[config.mk]
export PLATFORM = sky130hd
export DESIGN_NAME = down_timer
export DESIGN_NICKNAME = d
export VERILOG_FILES = /design/src/rtl/down_timer.sv
export SDC_FILE = /design/constraint.sdc
export NUM_CORES = 1
export LEC_CHECK = 0
export ABC_CLOCK_PERIOD_IN_PS = 1900
export CAP_MARGIN = 0
export CORE_ASPECT_RATIO = 1.75
export CORE_MARGIN = 3
export CORE_UTILIZATION = 35
export CTS_CLUSTER_SIZE = 24
export DETAILED_ROUTE_END_ITERATION = 10
export PLACE_DENSITY = 0.71
export SETUP_SLACK_MARGIN = 0.3
export SYNTH_ARGS = -nofsm -noshare
export SYNTH_HDL_FRONTEND = slang
export SYNTH_SLANG_ARGS = --single-unit
export TNS_END_PERCENT = 1
[constraint.sdc]
create_clock -name clk -period 1.9 [get_ports clk]
set_clock_uncertainty 0.1 [all_clocks]
set_input_delay 0.57 -clock clk [delete_from_list [all_inputs] [get_ports clk]]
set_output_delay 0.57 -clock clk [all_outputs]
set_load 0.02 [all_outputs]
[src/rtl/down_timer.sv]
// Loadable down-counting timer with optional auto-reload.
// Expiry is signalled by a valid/ready event, and a sticky flag records events lost while the consumer stalled.
module down_timer #(
  parameter int WIDTH = 8
) (
  input  logic             clk,
  input  logic             rst,
  input  logic             cen,
  input  logic             wen,
  input  logic [WIDTH-1:0] dat,
  input  logic             arl,
  output logic [WIDTH-1:0] cnt,
  output logic             run,
  output logic             tc_vld,
  input  logic             tc_rdy,
  output logic             miss
);

  typedef enum logic {
    IDLE = 1'b0,
    RUN  = 1'b1
  } state_t;

  state_t           r_state;
  logic [WIDTH-1:0] r_cnt;
  logic [WIDTH-1:0] r_rld;
  logic             r_tcVld;
  logic             r_miss;

  logic             w_event;
  logic [WIDTH-1:0] w_one;

  assign w_one   = {{(WIDTH-1){1'b0}}, 1'b1};
  // A load in the same cycle suppresses the terminal cycle entirely.
  assign w_event = (r_state == RUN) && cen && !wen && (r_cnt == w_one);

  always_ff @(posedge clk or negedge rst) begin
    if (!rst) begin
      r_state <= IDLE;
      r_cnt   <= '0;
      r_rld   <= '0;
      r_tcVld <= 1'b0;
      r_miss  <= 1'b0;
    end else begin
      if (wen) begin
        r_cnt   <= dat;
        r_rld   <= dat;
        r_state <= (dat != '0) ? RUN : IDLE;
      end else if (w_event) begin
        if (arl) begin
          r_cnt   <= r_rld;
          r_state <= RUN;
        end else begin
          r_cnt   <= '0;
          r_state <= IDLE;
        end
      end else if ((r_state == RUN) && cen) begin
        r_cnt <= r_cnt - w_one;
      end

      if (w_event) begin
        r_tcVld <= 1'b1;
      end else if (tc_rdy) begin
        r_tcVld <= 1'b0;
      end

      // Load clears the sticky flag even when an overflow occurs in the same cycle.
      if (wen) begin
        r_miss <= 1'b0;
      end else if (w_event && r_tcVld && !tc_rdy) begin
        r_miss <= 1'b1;
      end
    end
  end

  assign cnt    = r_cnt;
  assign run    = (r_state == RUN);
  assign tc_vld = r_tcVld;
  assign miss   = r_miss;

endmodule

# Word level (Yosys, flattened, before mapping)
# Cells that the tools add are included.
[classes]
n_addsub = 1
n_reduce_logical = 12
n_mux = 12
n_eq_ne = 1
[op_table]
columns = ["operator", "n"]
rows = [
  ["8-bit 2-to-1 mux", 4],
  ["8-bit by 1-bit equality test with 1-bit output, second input constant", 1],
  ["1-bit 2-to-1 mux", 8],
  ["8-bit nonzero test", 1],
  ["8-bit by 1-bit subtractor with 8-bit output, second input constant", 1],
  ["2-bit nonzero test", 3],
  ["1-bit logical AND", 5],
  ["3-bit nonzero test", 1],
  ["1-bit logical NOT", 2],
]
[word_totals]
regBits = 19
elab_cells = 31
in_bits = 14

# Logic depth before layout (Yosys ltp)
[depth]
word_depth = 7
depth_mapped = 7
ltp_nobuf = 6

# Least setup slack after synthesis
# OpenSTA, ideal clock, no wires.
[synth_timing]
path_kind = "reg-to-reg"
startpoint = "register r_cnt[1], in the netlist cnt[1]"
endpoint = "register r_cnt[7], in the netlist cnt[7]"
synth_period_minus_slack_ns = 1.899
arrival_ns = 1.665
setup_slack_ns = 0.001
stages_incl_launch_ff = 7
setup_time_ns = 0.134
path_buffers = 0
required_ns = 1.666
cell_sequence = "dfrtp_1 > inv_1 > ha_1 > nor3b_1 > a31oi_2 > a221oi_1 > a211oi_2"
[synth_via]
elab_chain_len = 4
word_cells_on_any_way = 7
classes_between = "1 x add/sub; 1 x eq/ne; 3 x mux; 2 x reduce/logical"
[synth_lines]
columns = ["element", "line", "source"]
rows = [
  ["start: declaration", "25", "logic [WIDTH-1:0] r_cnt;"],
  ["start signal: assignment", "46", "r_cnt <= dat;"],
  ["start signal: assignment", "51", "r_cnt <= r_rld;"],
  ["start signal: assignment", "58", "r_cnt <= r_cnt - w_one;"],
  ["8-bit by 1-bit subtractor with 8-bit output / 8-bit by 1-bit equality test with 1-bit output (equally long branches)", "58, 35", ""],
  ["8-bit 2-to-1 mux / 1-bit logical AND (equally long branches)", "57, 35", ""],
  ["8-bit 2-to-1 mux", "49", "end else if (w_event) begin"],
  ["8-bit 2-to-1 mux", "45", "if (wen) begin"],
]
# Several ways; a longest one is shown, not always the timed one. The select of a mux whose other input is x is not followed.
# A chain may end at the register's enable or synchronous reset.

# Worst setup path in the final report
[layout_timing]
startpoint = "register r_cnt[1], in the netlist cnt[1]"
endpoint = "register r_cnt[3], in the netlist cnt[3]"
# Same word-level chain as after synthesis.

==> key figures <==
Floorplanning
  – Core area: 0.00299 mm2
  – Die W: 49.0 um
  – Placement row count: 26
  – Die area: 0.00397 mm2
  – Die H: 81.2 um
  – Initial Util: 37.8%
  – Ports: 25

Timing
  – Fin crit share: 97.6%
  – Slew margin rel.: 67.4%
  – Setup violators final: 0
  – Worst hold slack: 413 ps
  – Fmax: 539 MHz
  – Unrepaired setup endpoints after global routing: yes
  – Final count of hold timing violations: 0
  – Fin. max-slew vios: 0
  – Worst-Margin Slew: 485 ps
  – Final Critical Period: 1860 ps

Cells and area
  – NumNets Final: 186
  – Fill cells: 269
  – Layout cell share with drive strength beyond 1: 45.6%
  – Final Core Density: 59.4%
  – Flip-flop and latch area: 480 um2
  – Ant. Diodes: 0
  – Multi-input logic area: 697 um2
  – Synth-to-layout area growth: 57.5%

GRT
  – Vias in the first global route: 1147
  – Grt total ovfl: 0
  – Initial antenna violation count: 0
  – Gr usage total: 17.9%
  – First-pass GRT wire length: 5.40 mm
  – Largest net degree at the start of global routing: 20

Synthesis
  – Syn nets: 131
  – Syn_area_per_cell: 9.82 um2
  – Synthesized instance count: 115
  – Yosys cell types: 38
  – EDFF count, synth: 0
  – Post-synthesis mux area share: 5.98%
  – Post-Syn Area: 0.00113 mm2
  – Synth Area in Adders: 2.21%
  – Top FF cell, synth: dfrtp_1
  – #FFs+latches synth: 19
  – Area share of and/or/nand/nor cells after synthesis: 19.7%
  – Combinational family with the most area after synthesis: compound AO/OA/AOI/OAI gates
  – Synth async-reset ratio: 100%
  – XOR/XNOR Fraction of Synth Area: 0.775%
  – Synth warnings: 0
  – Sequential element share of the synthesized area: 42.1%
  – Compound-Gate Fraction of Synth Area: 22.6%

Setup path
  – Crit-path cells: inv_2, ha_4, nor3b_4, buf_4, and4_4, buf_4, a221oi_2, nor3_1
  – CP max stage cell: dfrtp_2
  – CP max FO: 8
  – Worst path most repeated cell: buf_4
  – FF-to-FF Start: cnt[1]
  – Delay-heaviest family, CP: simple AND/OR/NAND/NOR gates
  – Crit-path max cell delay: 410 ps
  – Worst setup path class: register to register
  – CP Launch Type: register
  – Reg2reg setup slack: 40 ps
  – CP required: 1960 ps
  – Worst Setup SP: cnt[1]
  – CP endpoint kind: register
  – Critical Path AT: 1920 ps
  – Bufs and invs on worst path: 3

Pwr
  – Logic pwr share: 34.9%
  – Net Switching: 0.442 mW
  – Pleak: 0.777 nW
  – Pwr per Cell Area: 711 mW/mm2
  – Peak supply drop: 0.000449 V
  – Clock share of power: 22.5%
  – Internal power: 0.823 mW
  – Net Sw Frac: 35.0%
  – Sequential power share: 42.6%

Hold path
  – Hold Path Class: register to register
  – HP Start: r_rld[6]

Clocking
  – Number of H-tree levels: 1
  – Number of buffers created by CTS: 3
  – Clock Path Buffers: 2
  – # clock sinks: 19
  – Clk_lat worst skew: 260 ps
  – Root Driver: clkbuf_8
  – Worst-path clk slew: 70 ps
  – CTS tree: built

Route
  – Routed Antenna Nets: 0
  – Initial DRC Count: 49
  – DRC violations left: 0
  – Total wire length: 3.47 mm
  – Via count: 1145
  – Via-per-instance ratio: 5.43
  – Router iterations before antenna repair: 4
  – Routed wire length per instance: 16.4 um

Outcome
  – Status: finished, final reports clean

Place
  – Half-perimeter wire length after placement: 2.37 mm
  – I/O Buffers: 24
  – Routability congestion estimate: 0.863

Flow run
  – Max-Cap Viols: 0
through the flow:
stage	instances	TNS, ps	total power, mW	setup WS [ps]	area (um2)
global placement	197	-3220	0.926	-373	1590
floorplan	115	0	0.736	155	1180
CTS	207	0	1.24	60.4	1710
finish	211	0	1.26	44.9	1780
detailed placement	197	-3910	0.943	-554	1590
global route	211	-251	1.33	-54.7	1780
per-layer routing:
metal / global-route usage (%) / vias to the layer above / share of wire (%)
li1: - / 530 / -
met1: 17.4 / 566 / 36
met2: 34.9 / 31 / 55
met3: 2.57 / 18 / 3.1
met4: 10.8 / 0 / 6.1
met5: 0 / - / 0
Yosys cell counts (all sizes together) (2+ instances only):
master | instances | share of area [%]
mux2 | 6 | 6.0
a21oi | 12 | 5.3
nor4 | 3 | 3.0
ha | 2 | 2.2
nand2 | 9 | 3.0
nor2 | 11 | 3.7
a2111oi | 2 | 2.1
nor3b | 2 | 1.3
nor3 | 4 | 2.2
nand3 | 3 | 1.3
o21ai | 3 | 1.3
a221oi | 6 | 5.8
a211oi | 3 | 2.9
inv | 10 | 3.3
a31oi | 2 | 1.7
nand2b | 2 | 1.1
buf | 4 | 3.0
dfrtp | 19 | 42
cell type report:
type,count,area share (%)
Clock buffer,4,2.53
Timing Repair Buffer,55,26.2
Tap cell,42,2.95
Inverter,10,2.11
Multi-Input combinational cell,81,39.2
Sequential cell,19,27.0
cell usage in the layout, fill, tap and decap left out, types with 2 or more instances in the layout:
cell type | synthesis | final
buf_4 | 0 | 28
dfrtp_1 | 19 | 15
a21oi_1 | 12 | 11
nor2_1 | 11 | 11
inv_1 | 10 | 9
nand2_1 | 9 | 9
clkdlybuf4s50_1 | 0 | 9
mux2_2 | 6 | 6
clkbuf_2 | 0 | 6
buf_6 | 0 | 5
a221oi_2 | 2 | 4
dfrtp_2 | 0 | 4
dlygate4sd2_1 | 0 | 4
a211oi_2 | 2 | 3
nand3_1 | 3 | 3
o21ai_0 | 3 | 3
clkbuf_8 | 0 | 3
nor3_1 | 3 | 2
nand2b_1 | 2 | 2
nor3_2 | 1 | 2
a2111oi_4 | 0 | 2
dlymetal6s2s_1 | 0 | 2
cells by family (layout without fill, tap and decap cells):
| logic type | count (synthesis) | count (layout) |
|---|---|---|
| flip-flops | 19 | 19 |
| adder cells (fa/ha/maj) | 2 | 2 |
| AO/OA/AOI/OAI | 32 | 32 |
| buffers and inverters | 15 | 69 |
| XOR/XNOR | 1 | 1 |
| multiplexers | 6 | 6 |
| AND/OR/NAND/NOR | 40 | 40 |
flip-flops by register name, summed over array words and instances (netlist names):
register and flops:
cnt 8, miss 1, r_rld 8, run 1, tc_vld 1
worst paths after layout:
kind / end / depth (start not counted)
worst max-delay path: cnt[3] / 8
worst min-delay path: r_rld[6] / 1
worst max register to register: cnt[3] / 8
worst min register to register: r_rld[6] / 1
max in group asynchronous: cnt[1] / 2
min in group asynchronous: miss / 2
power by group through the flow:
stage / Sequential [mW] / Clock, mW / Combinational (mW)
3_5_place_dp: 0.541 / 0 / 0.403
5_1_grt: 0.547 / 0.306 / 0.477
6_report: 0.538 / 0.284 / 0.442
3_3_place_gp: 0.536 / 0 / 0.390
2_1_floorplan: 0.577 / 0 / 0.159
4_1_cts: 0.536 / 0.299 / 0.403
repair_timing:
action                     in CTS  in global routing
gates resized for setup        22                 36
setup endpoints to repair      26                 20
hold buffers                    0                  0
pin swaps                       5                  4
buffers inserted                6                  4
No activity file was read; power rests on OpenSTA's default activity.
